`src/rtl/fetch_queue_if.sv`:
```
// Fetch-stage bus bundle.
// Groups every handshake and data signal between fetch_queue and its
// neighbours: the redirect request from execute/trap logic, the
// instruction-memory request/response channel and the decode-side
// valid/ready channel. Names keep the i_/o_ sense as seen from the fetch
// unit, so the slave modport is the fetch unit and the master modport is
// the environment around it.
//   i_redirect_valid/i_redirect_pc : redirect fetch to a new target
//   o_imem_req_*                   : request valid/addr, i_imem_req_ready accept
//   i_imem_resp_*                  : in-order, never-stalled responses
//   o_inst_valid/o_inst/o_pc       : {instruction, PC} to decode, i_inst_ready accept
//   o_fetch_fault/o_fault_pc       : misaligned redirect target pending
interface fetch_queue_if #(
    parameter int XLEN = 32
);
    logic            i_redirect_valid;
    logic [XLEN-1:0] i_redirect_pc;
    logic            o_imem_req_valid;
    logic            i_imem_req_ready;
    logic [XLEN-1:0] o_imem_req_addr;
    logic            i_imem_resp_valid;
    logic [XLEN-1:0] i_imem_resp_data;
    logic            o_inst_valid;
    logic            i_inst_ready;
    logic [XLEN-1:0] o_inst;
    logic [XLEN-1:0] o_pc;
    logic            o_fetch_fault;
    logic [XLEN-1:0] o_fault_pc;

    modport master (
        output i_redirect_valid, i_redirect_pc, i_imem_req_ready,
               i_imem_resp_valid, i_imem_resp_data, i_inst_ready,
        input  o_imem_req_valid, o_imem_req_addr, o_inst_valid, o_inst,
               o_pc, o_fetch_fault, o_fault_pc
    );

    modport slave (
        input  i_redirect_valid, i_redirect_pc, i_imem_req_ready,
               i_imem_resp_valid, i_imem_resp_data, i_inst_ready,
        output o_imem_req_valid, o_imem_req_addr, o_inst_valid, o_inst,
               o_pc, o_fetch_fault, o_fault_pc
    );
endinterface

```
`src/rtl/fetch_queue.sv`:
```
// RV32I fetch stage feeding decode.
// Issues sequential word requests to instruction memory, tracks the PC of
// every outstanding request, buffers in-order responses in a DEPTH-entry
// FIFO and presents {instruction, PC} to decode. A redirect flushes the FIFO
// and squashes every response still in flight; a misaligned redirect target
// parks the unit in a FAULT state until an aligned redirect arrives.
// Ports:
//   i_clk : system clock
//   rst   : asynchronous active-high reset
//   bus   : fetch_queue_if slave (redirect, imem request/response, decode)
module fetch_queue #(
    parameter int              XLEN     = 32,
    parameter int              DEPTH    = 4,
    parameter logic [XLEN-1:0] RESET_PC = {XLEN{1'b0}}
) (
    input  logic          i_clk,
    input  logic          rst,
    fetch_queue_if.slave  bus
);
    localparam int AW = $clog2(DEPTH);
    localparam int CW = AW + 1;

    localparam logic [0:0]      ST_RUN   = 1'b0;
    localparam logic [0:0]      ST_FAULT = 1'b1;
    localparam logic [XLEN-1:0] PC_STEP  = XLEN'(4);
    localparam logic [CW:0]     CREDITS  = (CW+1)'(DEPTH);

    logic [0:0]      state_r;
    logic [XLEN-1:0] fetch_pc_r;
    logic [XLEN-1:0] fault_pc_r;
    logic [CW-1:0]   occ_r;
    logic [CW-1:0]   outst_r;
    logic [CW-1:0]   drop_r;

    logic [AW-1:0]   wr_ptr_r;
    logic [AW-1:0]   rd_ptr_r;
    logic [AW-1:0]   trk_wr_r;
    logic [AW-1:0]   trk_rd_r;
    logic [XLEN-1:0] fifo_inst_r [DEPTH];
    logic [XLEN-1:0] fifo_pc_r   [DEPTH];
    logic [XLEN-1:0] trk_pc_r    [DEPTH];

    logic            redirect_s;
    logic            aligned_s;
    logic            run_s;
    logic [CW:0]     inflight_s;
    logic            credit_s;
    logic            req_valid_s;
    logic            accept_s;
    logic            resp_s;
    logic            drop_hit_s;
    logic            push_s;
    logic            inst_valid_s;
    logic            pop_s;
    logic [0:0]      state_n_s;

    assign redirect_s = bus.i_redirect_valid;
    assign aligned_s  = (bus.i_redirect_pc[1:0] == 2'b00);
    assign run_s      = (state_r == ST_RUN);

    // Buffered entries plus requests still in flight may never exceed DEPTH,
    // which is what keeps a response from ever finding the FIFO full.
    assign inflight_s = {1'b0, occ_r} + {1'b0, outst_r};
    assign credit_s   = (inflight_s < CREDITS);

    // rst gates the request combinationally so it drops the moment reset
    // asserts and the first request appears in the first cycle after release.
    assign req_valid_s = !rst && run_s && !redirect_s && credit_s;
    assign accept_s    = req_valid_s && bus.i_imem_req_ready;

    assign resp_s      = bus.i_imem_resp_valid;
    assign drop_hit_s  = resp_s && (drop_r != {CW{1'b0}});
    assign push_s      = resp_s && !drop_hit_s && !redirect_s;

    assign inst_valid_s = (occ_r != {CW{1'b0}}) && run_s;
    assign pop_s        = inst_valid_s && bus.i_inst_ready && !redirect_s;

    // Next fault/run state: only a redirect moves the state machine.
    always_comb begin
        state_n_s = state_r;
        if (redirect_s) begin
            state_n_s = aligned_s ? ST_RUN : ST_FAULT;
        end else begin
            state_n_s = state_r;
        end
    end

    // Control state: fetch PC, fault capture and the three credit counters.
    always_ff @(posedge i_clk or posedge rst) begin
        if (rst) begin
            state_r    <= ST_RUN;
            fetch_pc_r <= RESET_PC;
            fault_pc_r <= {XLEN{1'b0}};
            occ_r      <= {CW{1'b0}};
            outst_r    <= {CW{1'b0}};
            drop_r     <= {CW{1'b0}};
        end else begin
            state_r <= state_n_s;
            outst_r <= outst_r + CW'(accept_s) - CW'(resp_s);
            if (redirect_s) begin
                // Everything still in flight after this cycle is stale; a
                // response arriving now is consumed here, hence the minus one.
                drop_r <= outst_r - CW'(resp_s);
                occ_r  <= {CW{1'b0}};
                if (aligned_s) begin
                    fetch_pc_r <= bus.i_redirect_pc;
                end else begin
                    fault_pc_r <= bus.i_redirect_pc;
                end
            end else begin
                drop_r <= drop_r - CW'(drop_hit_s);
                occ_r  <= occ_r + CW'(push_s) - CW'(pop_s);
                if (accept_s) begin
                    fetch_pc_r <= fetch_pc_r + PC_STEP;
                end else begin
                    fetch_pc_r <= fetch_pc_r;
                end
            end
        end
    end

    // Pointers of the decode FIFO and of the outstanding-PC tracker. The
    // tracker is never flushed: squashed responses still retire its entries.
    always_ff @(posedge i_clk or posedge rst) begin
        if (rst) begin
            wr_ptr_r <= {AW{1'b0}};
            rd_ptr_r <= {AW{1'b0}};
            trk_wr_r <= {AW{1'b0}};
            trk_rd_r <= {AW{1'b0}};
        end else begin
            if (redirect_s) begin
                wr_ptr_r <= {AW{1'b0}};
                rd_ptr_r <= {AW{1'b0}};
            end else begin
                wr_ptr_r <= wr_ptr_r + AW'(push_s);
                rd_ptr_r <= rd_ptr_r + AW'(pop_s);
            end
            trk_wr_r <= trk_wr_r + AW'(accept_s);
            trk_rd_r <= trk_rd_r + AW'(resp_s);
        end
    end

    // Storage arrays; contents are only visible through valid-gated outputs.
    always_ff @(posedge i_clk) begin
        if (accept_s) begin
            trk_pc_r[trk_wr_r] <= fetch_pc_r;
        end
        if (push_s) begin
            fifo_inst_r[wr_ptr_r] <= bus.i_imem_resp_data;
            fifo_pc_r[wr_ptr_r]   <= trk_pc_r[trk_rd_r];
        end
    end

    assign bus.o_imem_req_valid = req_valid_s;
    assign bus.o_imem_req_addr  = fetch_pc_r;
    assign bus.o_inst_valid     = inst_valid_s;
    assign bus.o_inst           = inst_valid_s ? fifo_inst_r[rd_ptr_r] : {XLEN{1'b0}};
    assign bus.o_pc             = inst_valid_s ? fifo_pc_r[rd_ptr_r] : {XLEN{1'b0}};
    assign bus.o_fetch_fault    = (state_r == ST_FAULT);
    assign bus.o_fault_pc       = fault_pc_r;
endmodule

```
`src/flat_wrapper.sv`:
```
// flat-port wrapper written by rule: the top's interface ports become plain ports
module fetch_queue_flat 
#(
    parameter int              XLEN     = 32,
    parameter int              DEPTH    = 4,
    parameter logic [XLEN-1:0] RESET_PC = {XLEN{1'b0}}
)
  (i_clk, rst, bus_i_redirect_valid, bus_i_redirect_pc, bus_i_imem_req_ready, bus_i_imem_resp_valid, bus_i_imem_resp_data, bus_i_inst_ready, bus_o_imem_req_valid, bus_o_imem_req_addr, bus_o_inst_valid, bus_o_inst, bus_o_pc, bus_o_fetch_fault, bus_o_fault_pc);
  fetch_queue_if #(.XLEN(XLEN)) bus_i ();
  input  logic i_clk;
  input  logic rst;
  input wire logic [$bits(bus_i.i_redirect_valid)-1:0] bus_i_redirect_valid;
  input wire logic [$bits(bus_i.i_redirect_pc)-1:0] bus_i_redirect_pc;
  input wire logic [$bits(bus_i.i_imem_req_ready)-1:0] bus_i_imem_req_ready;
  input wire logic [$bits(bus_i.i_imem_resp_valid)-1:0] bus_i_imem_resp_valid;
  input wire logic [$bits(bus_i.i_imem_resp_data)-1:0] bus_i_imem_resp_data;
  input wire logic [$bits(bus_i.i_inst_ready)-1:0] bus_i_inst_ready;
  output wire logic [$bits(bus_i.o_imem_req_valid)-1:0] bus_o_imem_req_valid;
  output wire logic [$bits(bus_i.o_imem_req_addr)-1:0] bus_o_imem_req_addr;
  output wire logic [$bits(bus_i.o_inst_valid)-1:0] bus_o_inst_valid;
  output wire logic [$bits(bus_i.o_inst)-1:0] bus_o_inst;
  output wire logic [$bits(bus_i.o_pc)-1:0] bus_o_pc;
  output wire logic [$bits(bus_i.o_fetch_fault)-1:0] bus_o_fetch_fault;
  output wire logic [$bits(bus_i.o_fault_pc)-1:0] bus_o_fault_pc;
  assign bus_i.i_redirect_valid = bus_i_redirect_valid;
  assign bus_i.i_redirect_pc = bus_i_redirect_pc;
  assign bus_i.i_imem_req_ready = bus_i_imem_req_ready;
  assign bus_i.i_imem_resp_valid = bus_i_imem_resp_valid;
  assign bus_i.i_imem_resp_data = bus_i_imem_resp_data;
  assign bus_i.i_inst_ready = bus_i_inst_ready;
  assign bus_o_imem_req_valid = bus_i.o_imem_req_valid;
  assign bus_o_imem_req_addr = bus_i.o_imem_req_addr;
  assign bus_o_inst_valid = bus_i.o_inst_valid;
  assign bus_o_inst = bus_i.o_inst;
  assign bus_o_pc = bus_i.o_pc;
  assign bus_o_fetch_fault = bus_i.o_fetch_fault;
  assign bus_o_fault_pc = bus_i.o_fault_pc;
  fetch_queue #(.XLEN(XLEN), .DEPTH(DEPTH), .RESET_PC(RESET_PC)) u_core (.i_clk(i_clk), .rst(rst), .bus(bus_i));
endmodule
```
`config.mk`:
```
export PLATFORM = sky130hd
export DESIGN_NAME = fetch_queue_flat
export DESIGN_NICKNAME = d
export VERILOG_FILES = /design/src/rtl/fetch_queue_if.sv /design/src/rtl/fetch_queue.sv /design/src/flat_wrapper.sv
export SDC_FILE = /design/constraint.sdc
export NUM_CORES = 1
export LEC_CHECK = 0
export CAP_MARGIN = 5
export CORE_ASPECT_RATIO = 0.8
export CORE_MARGIN = 10
export CORE_UTILIZATION = 45
export DETAILED_ROUTE_END_ITERATION = 8
export HOLD_SLACK_MARGIN = 0.02
export MAX_ROUTING_LAYER = met4
export PLACE_DENSITY = 0.68
export SYNTH_ARGS = -nofsm -noshare
export SYNTH_HDL_FRONTEND = slang
export SYNTH_SLANG_ARGS = --single-unit
export TNS_END_PERCENT = 30
```
`constraint.sdc`:
```
create_clock -name i_clk -period 6.1 [get_ports i_clk]
set_input_delay 1.22 -clock i_clk [delete_from_list [all_inputs] [get_ports i_clk]]
set_output_delay 1.22 -clock i_clk [all_outputs]
set_load 0.005 [all_outputs]
```
==> metrics.txt, run 1 <==
# TYPE chip_impl_metric gauge
chip_impl_info{name="regToRegStartpoint",value="u_core.outst_r[2]"} 1
chip_impl_info{name="busiest_layer",value="met2"} 1
chip_impl_info{name="end_kind",value="output port"} 1
chip_impl_metric{name="share_seq_of_total_power",unit="%"} 50.8
chip_impl_metric{name="final.fill_count",unit=""} 3120
chip_impl_metric{name="cap_violations",unit=""} 0
chip_impl_metric{name="grt_pass1_wl",unit="µm"} 62230
chip_impl_metric{name="cellInternalPower",unit="W"} 0.005942
chip_impl_metric{name="portBuffers",unit=""} 200
chip_impl_metric{name="final_core_utilization",unit="%"} 55.80
chip_impl_metric{name="synthesis.area",unit="µm²"} 18470
chip_impl_metric{name="synth_warnings",unit=""} 0
chip_impl_metric{name="synth_nets",unit=""} 1055
chip_impl_metric{name="clk-insertion-delay-late",unit="ns"} 0.56
chip_impl_metric{name="gp_routability_congestion",unit=""} 0.7734
chip_impl_metric{name="tightest_slew",unit="ns"} 1.049
chip_impl_info{name="min-delay-start",value="u_core.bus.o_fault_pc[0]"} 1
chip_impl_metric{name="worst_ep_arrival_time",unit="ns"} 3.11
chip_impl_metric{name="ys_seq_elements",unit=""} 466
chip_impl_metric{name="post-route-period-util",unit="%"} 71.01
chip_impl_metric{name="die_w",unit="µm"} 246.5
chip_impl_metric{name="nets",unit=""} 1275
chip_impl_metric{name="area.growth.synth_to_final",unit="%"} 22.73
chip_impl_metric{name="async_reset_ff_share",unit="%"} 17.60
chip_impl_info{name="ys_dominant_reg_cell",value="sky130_fd_sc_hd__edfxtp_1"} 1
chip_impl_metric{name="cp.required",unit="ns"} 4.88
chip_impl_metric{name="totalWireLength",unit="µm"} 40040
chip_impl_info{name="timing.hold.worst_endpoint",value="u_core.bus.o_fault_pc[0]"} 1
chip_impl_metric{name="r2r_setup_slack",unit="ns"} 3.32
chip_impl_metric{name="clock_buffer_count_from_cts",unit=""} 46
chip_impl_metric{name="hpwlAfterDp",unit="µm"} 25410
chip_impl_metric{name="vias",unit=""} 9671
chip_impl_metric{name="postCtsResizedCells",unit=""} 0
chip_impl_info{name="timing.hold.worst.class",value="reg -> reg"} 1
chip_impl_metric{name="final_design_area_no_fill",unit="µm²"} 22670
chip_impl_info{name="netlist.top_cell.by_area",value="sky130_fd_sc_hd__edfxtp_1"} 1
chip_impl_metric{name="clkPwrFrac",unit="%"} 37.1
chip_impl_metric{name="drt_first_pass_iters",unit=""} 5
chip_impl_metric{name="antenna_violations_before_repair",unit=""} 0
chip_impl_metric{name="initial_utilization",unit="%"} 45.47
chip_impl_metric{name="detail_route.wl_per_cell",unit="µm"} 22.67
chip_impl_metric{name="peak_clock_frequency_supported_by_timing",unit="GHz"} 0.2309
chip_impl_info{name="synth.cells.most_frequent",value="384 x sky130_fd_sc_hd__edfxtp_1, 96 x sky130_fd_sc_hd__mux4_2, 82 x sky130_fd_sc_hd__dfrtp_1"} 1
chip_impl_metric{name="grt_start_max_net_pins",unit=""} 65
chip_impl_info{name="r2r-end",value="u_core.trk_pc_r[1][4]"} 1
chip_impl_metric{name="drt-vias-per-instance",unit=""} 5.476
chip_impl_metric{name="htree_levels",unit=""} 2
chip_impl_metric{name="grt.total_usage",unit="%"} 16.65
chip_impl_metric{name="place_worst_setup_slack",unit="ns"} 2.130
chip_impl_info{name="classification_of_the_worst_setup_path",value="reg -> out"} 1
chip_impl_info{name="netlist_top_cells_area",value="sky130_fd_sc_hd__edfxtp_1 62%, sky130_fd_sc_hd__mux4_2 12%, sky130_fd_sc_hd__dfrtp_1 11%, sky130_fd_sc_hd__and2_1 2.3%, sky130_fd_sc_hd__mux2_2 1.8%"} 1
chip_impl_info{name="rsz_0062_raised_after_global_routing",value="no"} 1
chip_impl_metric{name="switching_share",unit="%"} 23.55
chip_impl_metric{name="clockBufferDepth",unit=""} 3
chip_impl_metric{name="cts.hold.buffers_added",unit=""} 0
chip_impl_metric{name="comb_power_share",unit="%"} 12.1
chip_impl_info{name="cts_tree",value="done"} 1
chip_impl_metric{name="peakVddDrop",unit="V"} 0.0002466
chip_impl_metric{name="synth_top_area_share",unit="%"} 62.42
chip_impl_info{name="cts.root.buffer_cell",value="sky130_fd_sc_hd__clkbuf_16"} 1
chip_impl_metric{name="finalClockSkew",unit="ns"} 0.01412
chip_impl_metric{name="net-switching-power",unit="W"} 0.001830
chip_impl_metric{name="power.static_leakage",unit="nW"} 7.647
chip_impl_metric{name="post_synth_inst_count",unit=""} 968
chip_impl_metric{name="register_area_share_after_synthesis",unit="%"} 73.53
chip_impl_metric{name="post_route_cells_drive_above_1_share",unit="%"} 20.38
chip_impl_metric{name="route.antenna.remaining_nets",unit=""} 0
chip_impl_metric{name="post_synth.cell_area_avg",unit="µm²"} 19.08
chip_impl_info{name="critPathLaunchType",value="flip-flop"} 1
chip_impl_metric{name="finalSetupViolations",unit=""} 0
chip_impl_metric{name="timing.slew.headroom",unit="%"} 30.06
chip_impl_metric{name="floorplan.die_area",unit="µm²"} 49610
chip_impl_metric{name="drc_errors",unit=""} 0
chip_impl_metric{name="postCtsSetupRepairBufs",unit=""} 0
chip_impl_metric{name="die_height",unit="µm"} 201.2
chip_impl_metric{name="postPlaceCellArea",unit="µm²"} 21120
chip_impl_metric{name="pin_count",unit=""} 201
chip_impl_metric{name="post_synth_num_cell_types",unit=""} 60
chip_impl_metric{name="grt_overflow",unit=""} 0
chip_impl_metric{name="global_route.usage.met1",unit="%"} 23.34
chip_impl_metric{name="first_global_vias",unit=""} 10057
chip_impl_info{name="outcome",value="completed"} 1
chip_impl_metric{name="postLayoutSetupSlackWorst",unit="ns"} 1.769
chip_impl_metric{name="total_count_of_max_transition_violations_in_the_final_report",unit=""} 0
chip_impl_metric{name="report.final.hold_viol_count",unit=""} 0
chip_impl_metric{name="grt_use_met3",unit="%"} 4.977
chip_impl_metric{name="cts_num_sinks",unit=""} 466
chip_impl_metric{name="met2_usage",unit="%"} 23.70
chip_impl_metric{name="period_minus_slack",unit="ns"} 4.331
chip_impl_metric{name="placeableCoreArea",unit="µm²"} 40630
chip_impl_info{name="yosys.cell_count.top_type",value="sky130_fd_sc_hd__edfxtp_1"} 1
chip_impl_metric{name="number_of_synthesized_flops_with_an_enable_pin",unit=""} 384
chip_impl_metric{name="diodes",unit=""} 0
chip_impl_metric{name="power.density_cell_area",unit="nW/µm²"} 342.8
chip_impl_metric{name="placementRows",unit=""} 66
chip_impl_metric{name="timing.critical_path.fanout_max",unit=""} 28
chip_impl_metric{name="min_path_cells",unit=""} 2
chip_impl_metric{name="detailedRoute.firstIterationViolations",unit=""} 716
chip_impl_metric{name="clk_pin_slew_worst_paths",unit="ns"} 0.06
chip_impl_metric{name="final.hold.worst_slack",unit="ns"} 0.4868
chip_impl_metric{name="register_to_register_path_depth",unit=""} 7
state kept, by name (all words and copies together) (netlist names):
register	flops
u_core.fifo_inst_r	128
u_core.rd_ptr_r	2
u_core.outst_r	3
u_core.occ_r	3
u_core.trk_wr_r	2
u_core.trk_pc_r	128
u_core.wr_ptr_r	2
u_core.fifo_pc_r	128
u_core.bus.o_fetch_fault	1
u_core.bus.o_imem_req_addr	32
u_core.bus.o_fault_pc	32
u_core.drop_r	3
u_core.trk_rd_r	2
power groups by stage:
stage	Clock, W	Sequential (W)	Combinational [W]
finish	0.00289	0.00395	0.000938
global route	0.00309	0.00398	0.00105
CTS	0.00295	0.00395	0.000965
detailed placement	0	0.00401	0.000961
global placement	0	0.00400	0.000941
floorplan	0	0.00391	0.000609
per-stage QoR:
step	instances	total power (W)	setup TNS [ns]
CTS	1766	0.007865	0
detailed placement	1684	0.004974	0
global route	1766	0.008115	0
finish	1766	0.007772	0
floorplan	968	0.004523	-22.96
global placement	1684	0.004944	0
worst max-delay path, stage by stage (launching register included):
cell                              delay [ns]
sky130_fd_sc_hd__dfrtp_4                0.82
sky130_fd_sc_hd__buf_4                  0.51
sky130_fd_sc_hd__mux4_2                 0.57
sky130_fd_sc_hd__and2_1                 0.17
sky130_fd_sc_hd__clkdlybuf4s50_1        0.44
cells by family (layout without fill, tap and decap cells):
| kind of cell | Yosys count | in the layout | share of synthesized area, % |
|---|---|---|---|
| compound gates | 72 | 72 | 2.621 |
| xor+xnor | 10 | 10 | 0.4741 |
| mux | 130 | 130 | 13.75 |
| simple gates | 208 | 208 | 6.726 |
| flops | 466 | 466 | 73.53 |
| buf+inv | 65 | 319 | 1.666 |
| fa+ha+maj | 17 | 17 | 1.233 |
cell usage in the layout (no fill, tap or decap), types with 17 or more instances in the layout:
master / instances
sky130_fd_sc_hd__edfxtp_1: 384
sky130_fd_sc_hd__mux4_2: 96
sky130_fd_sc_hd__nor2_1: 20
sky130_fd_sc_hd__clkdlybuf4s50_1: 199
sky130_fd_sc_hd__clkbuf_16: 47
sky130_fd_sc_hd__and2_1: 68
sky130_fd_sc_hd__mux2_2: 30
sky130_fd_sc_hd__nand3_1: 17
sky130_fd_sc_hd__dfrtp_1: 78
sky130_fd_sc_hd__nor3_1: 18
sky130_fd_sc_hd__nand2_1: 27
sky130_fd_sc_hd__buf_4: 19
metal layers:
metal | vias up | share of wire (%)
li1 | 4309 | -
met1 | 4983 | 45
met2 | 330 | 45
met3 | 49 | 8.3
met4 | 0 | 1.5
met5 | - | 0
worst max-delay path by stage:
stage                              start                       end  slack (ns)
global route          u_core.rd_ptr_r[0]             bus_o_inst[2]        1.52
detailed placement  bus_i_redirect_valid  u_core.fifo_inst_r[3][4]        2.13
finish                u_core.rd_ptr_r[0]            bus_o_inst[18]        1.77
global placement                     rst      bus_o_imem_req_valid        2.16
floorplan           bus_i_redirect_valid  u_core.fifo_inst_r[0][0]       -0.36
CTS                   u_core.rd_ptr_r[0]            bus_o_inst[27]        1.63
area by class of cell:
class	instances	area, µm²	area share, %
flip-flops and latches	466	13590	59.94
clock inverters	32	365.4	1.611
repair buffers	219	2140	9.437
multi-input cells	437	4636	20.45
well taps	544	680.7	3.002
clock buffers	50	1187	5.237
inverters	18	72.57	0.3201
(Power assumes the default switching activity.)
==> inputs of run 2 (changes only) <==
Settings changed: PLACE_DENSITY 0.68 to 0.66.
Clock period 6.1 ns to 4 ns, I/O delays scaled along.
==> run 2 against run 1 <==
Power increased by 47%; setup slack got worse by 1.4 ns; via count decreased by 0.39%; register-to-register slack got worse by 1.9 ns; worst hold slack improved by 0.016 ns; combinational power increased by 49%; critical path depth unchanged; utilization about the same; sequential share of layout area about the same; first-iteration DRC count increased by 6.0%.
==> metrics.txt, run 2 (same netlist as run 1, synthesis figures left out) <==
# TYPE chip_impl_metric gauge
chip_impl_metric{name="antenna_violations_before_repair",unit=""} 0
chip_impl_metric{name="final_core_utilization",unit="%"} 55.81
chip_impl_metric{name="fin_setup_tns",unit="ns"} 0
chip_impl_metric{name="postCtsResizedCells",unit=""} 0
chip_impl_info{name="cts_tree",value="done"} 1
chip_impl_metric{name="diodes",unit=""} 0
chip_impl_metric{name="placementRows",unit=""} 66
chip_impl_metric{name="grt_start_max_net_pins",unit=""} 66
chip_impl_info{name="timing.hold.worst.class",value="reg -> reg"} 1
chip_impl_metric{name="area.growth.synth_to_final",unit="%"} 22.75
chip_impl_metric{name="net-switching-power",unit="W"} 0.002748
chip_impl_metric{name="initial_utilization",unit="%"} 45.47
chip_impl_metric{name="layout.cells.non_filler",unit=""} 1778
chip_impl_metric{name="grt_overflow",unit=""} 0
chip_impl_info{name="classification_of_the_worst_setup_path",value="reg -> out"} 1
chip_impl_metric{name="grt_pass1_wl",unit="µm"} 62040
chip_impl_metric{name="share_seq_of_total_power",unit="%"} 53.1
chip_impl_info{name="leading_cell_type_in_the_layout_fill_and_taps_excluded",value="sky130_fd_sc_hd__edfxtp_1"} 1
chip_impl_metric{name="drt_first_pass_iters",unit=""} 5
chip_impl_metric{name="timing.slew.headroom",unit="%"} 31.58
chip_impl_metric{name="power.static_leakage",unit="nW"} 7.624
chip_impl_metric{name="cp.required",unit="ns"} 3.20
chip_impl_metric{name="tightest_slew",unit="ns"} 1.026
chip_impl_metric{name="drc_errors",unit=""} 0
chip_impl_metric{name="finalSetupViolations",unit=""} 0
chip_impl_metric{name="placeableCoreArea",unit="µm²"} 40630
chip_impl_metric{name="portBuffers",unit=""} 200
chip_impl_metric{name="report.final.hold_viol_count",unit=""} 0
chip_impl_metric{name="timing.critical_path.fanout_max",unit=""} 28
chip_impl_metric{name="htree_levels",unit=""} 2
chip_impl_info{name="rsz_0062_raised_after_global_routing",value="no"} 1
chip_impl_metric{name="dp_cells",unit=""} 1695
chip_impl_metric{name="peak_clock_frequency_supported_by_timing",unit="GHz"} 0.2730
chip_impl_metric{name="first_global_vias",unit=""} 10167
chip_impl_info{name="commonest_cells_after_routing_fill_and_taps_aside",value="384 x sky130_fd_sc_hd__edfxtp_1, 199 x sky130_fd_sc_hd__clkdlybuf4s50_1, 96 x sky130_fd_sc_hd__mux4_2, 78 x sky130_fd_sc_hd__dfrtp_1, 68 x sky130_fd_sc_hd__and2_1"} 1
chip_impl_metric{name="total_power",unit="W"} 0.01141
chip_impl_metric{name="worst_ep_arrival_time",unit="ns"} 2.86
chip_impl_metric{name="period_minus_slack",unit="ns"} 3.663
chip_impl_metric{name="cap_violations",unit=""} 0
chip_impl_metric{name="hpwlAfterDp",unit="µm"} 25740
chip_impl_metric{name="die_w",unit="µm"} 246.5
chip_impl_metric{name="clk_pin_slew_worst_paths",unit="ns"} 0.06
chip_impl_metric{name="die_height",unit="µm"} 201.2
chip_impl_metric{name="power.density_cell_area",unit="nW/µm²"} 503.3
chip_impl_metric{name="switching_share",unit="%"} 24.08
chip_impl_info{name="end_kind",value="output port"} 1
chip_impl_metric{name="cts_num_sinks",unit=""} 466
chip_impl_info{name="critPathLaunchType",value="flip-flop"} 1
chip_impl_metric{name="route.antenna.remaining_nets",unit=""} 0
chip_impl_metric{name="comb_power_share",unit="%"} 12.3
chip_impl_metric{name="clkPwrFrac",unit="%"} 34.6
chip_impl_metric{name="gp_routability_congestion",unit=""} 0.8167
chip_impl_metric{name="post-route-period-util",unit="%"} 91.58
chip_impl_info{name="largest_registers",value="u_core.fifo_inst_r x128, u_core.fifo_pc_r x128, u_core.trk_pc_r x128"} 1
chip_impl_metric{name="totalWireLength",unit="µm"} 39950
chip_impl_metric{name="grt.total_usage",unit="%"} 16.56
chip_impl_metric{name="finalClockSkew",unit="ns"} 0.02097
chip_impl_metric{name="clockBufferDepth",unit=""} 3
chip_impl_metric{name="vias",unit=""} 9633
chip_impl_metric{name="cts.hold.buffers_added",unit=""} 0
chip_impl_metric{name="floorplan.die_area",unit="µm²"} 49610
chip_impl_metric{name="post_route_cells_drive_above_1_share",unit="%"} 19.77
chip_impl_metric{name="pin_count",unit=""} 201
chip_impl_metric{name="total_count_of_max_transition_violations_in_the_final_report",unit=""} 0
chip_impl_metric{name="detail_route.wl_per_cell",unit="µm"} 22.47
chip_impl_metric{name="peakVddDrop",unit="V"} 0.0002968
chip_impl_metric{name="cellInternalPower",unit="W"} 0.008663
chip_impl_metric{name="detailedRoute.firstIterationViolations",unit=""} 759
chip_impl_metric{name="final.fill_count",unit=""} 3142
chip_impl_metric{name="clk-insertion-delay-late",unit="ns"} 0.56
chip_impl_info{name="outcome",value="completed"} 1
chip_impl_metric{name="nets",unit=""} 1286
chip_impl_metric{name="postCtsSetupRepairBufs",unit=""} 0
chip_impl_metric{name="drt-vias-per-instance",unit=""} 5.418
chip_impl_info{name="cts.root.buffer_cell",value="sky130_fd_sc_hd__clkbuf_16"} 1
chip_impl_metric{name="clock_buffer_count_from_cts",unit=""} 46
-- run 2: cell count changes in the layout (fill, tap and decap cells not counted), moves of 2 or more --
| cell | before | now |
|---|---|---|
| sky130_fd_sc_hd__clkbuf_1 | 3 | 16 |
| sky130_fd_sc_hd__buf_12 | 0 | 8 |
| sky130_fd_sc_hd__bufinv_16 | 7 | 0 |
| sky130_fd_sc_hd__clkinv_2 | 12 | 6 |
| sky130_fd_sc_hd__buf_4 | 19 | 22 |
| sky130_fd_sc_hd__clkinv_1 | 8 | 11 |
| sky130_fd_sc_hd__clkinvlp_4 | 3 | 0 |
| sky130_fd_sc_hd__clkbuf_8 | 0 | 2 |
| sky130_fd_sc_hd__nor3_2 | 3 | 1 |
-- run 2: path summary, 6_finish.rpt --
| check | startpoint | end | slack, ns | cells past startpoint |
|---|---|---|---|---|
| worst max-delay path | u_core.rd_ptr_r[0] | bus_o_pc[20] | 0.34 | 4 |
| worst min-delay path | u_core.bus.o_fault_pc[8] | u_core.bus.o_fault_pc[8] | 0.50 | 1 |
| worst max register to register | u_core.outst_r[2] | u_core.outst_r[1] | 1.45 | 7 |
| worst min register to register | u_core.bus.o_fault_pc[8] | u_core.bus.o_fault_pc[8] | 0.50 | 1 |
| max in group asynchronous | rst | u_core.bus.o_fault_pc[20] | 2.37 | 3 |
| min in group asynchronous | rst | u_core.occ_r[2] | 0.85 | 2 |
-- run 2: through the flow --
stage / hold slack (ns) / cell area [µm²] / worst slack, ns
6_report: 0.5023 / 22680 / 0.3369
5_1_grt: 0.5106 / 22680 / 0.1637
4_1_cts: 0.5062 / 22680 / 0.2479
3_5_place_dp: 0.4894 / 21310 / 0.7709
3_3_place_gp: 0.4648 / 21310 / 0.8366
2_1_floorplan: 0.4642 / 18500 / -0.2419
-- run 2: final cells by class --
class,count,area (µm²),share of cell area [%]
clock inverters,18,102.6,0.4525
inverters,18,72.57,0.3200
clock buffers,65,1264,5.573
flip-flops and latches,466,13590,59.95
multi-input cells,437,4641,20.47
well taps,544,680.7,3.002
repair buffers,230,2322,10.24
-- run 2: critical path, stage by stage (launching register included) --
cell,delay (ns)
sky130_fd_sc_hd__dfrtp_4,0.77
sky130_fd_sc_hd__buf_12,0.32
sky130_fd_sc_hd__mux4_2,0.54
sky130_fd_sc_hd__and2_1,0.18
sky130_fd_sc_hd__clkdlybuf4s50_1,0.46
-- run 2: layer usage --
layer	GRT usage, %	share of wire (%)	vias up
met3	4.898	8.3	61
li1	-	-	4328
met1	23.14	46	4930
met4	3.632	1.7	0
met2	23.65	44	314
met5	-	0	-
-- run 2: power groups by stage --
stage | Combinational [W] | Clock [W] | Sequential [W]
final | 0.00140 | 0.00395 | 0.00606
after global routing | 0.00156 | 0.00425 | 0.00611
after CTS | 0.00145 | 0.00406 | 0.00607
after detailed placement | 0.00143 | 0 | 0.00617
after global placement | 0.00140 | 0 | 0.00615
after floorplan | 0.000931 | 0 | 0.00596
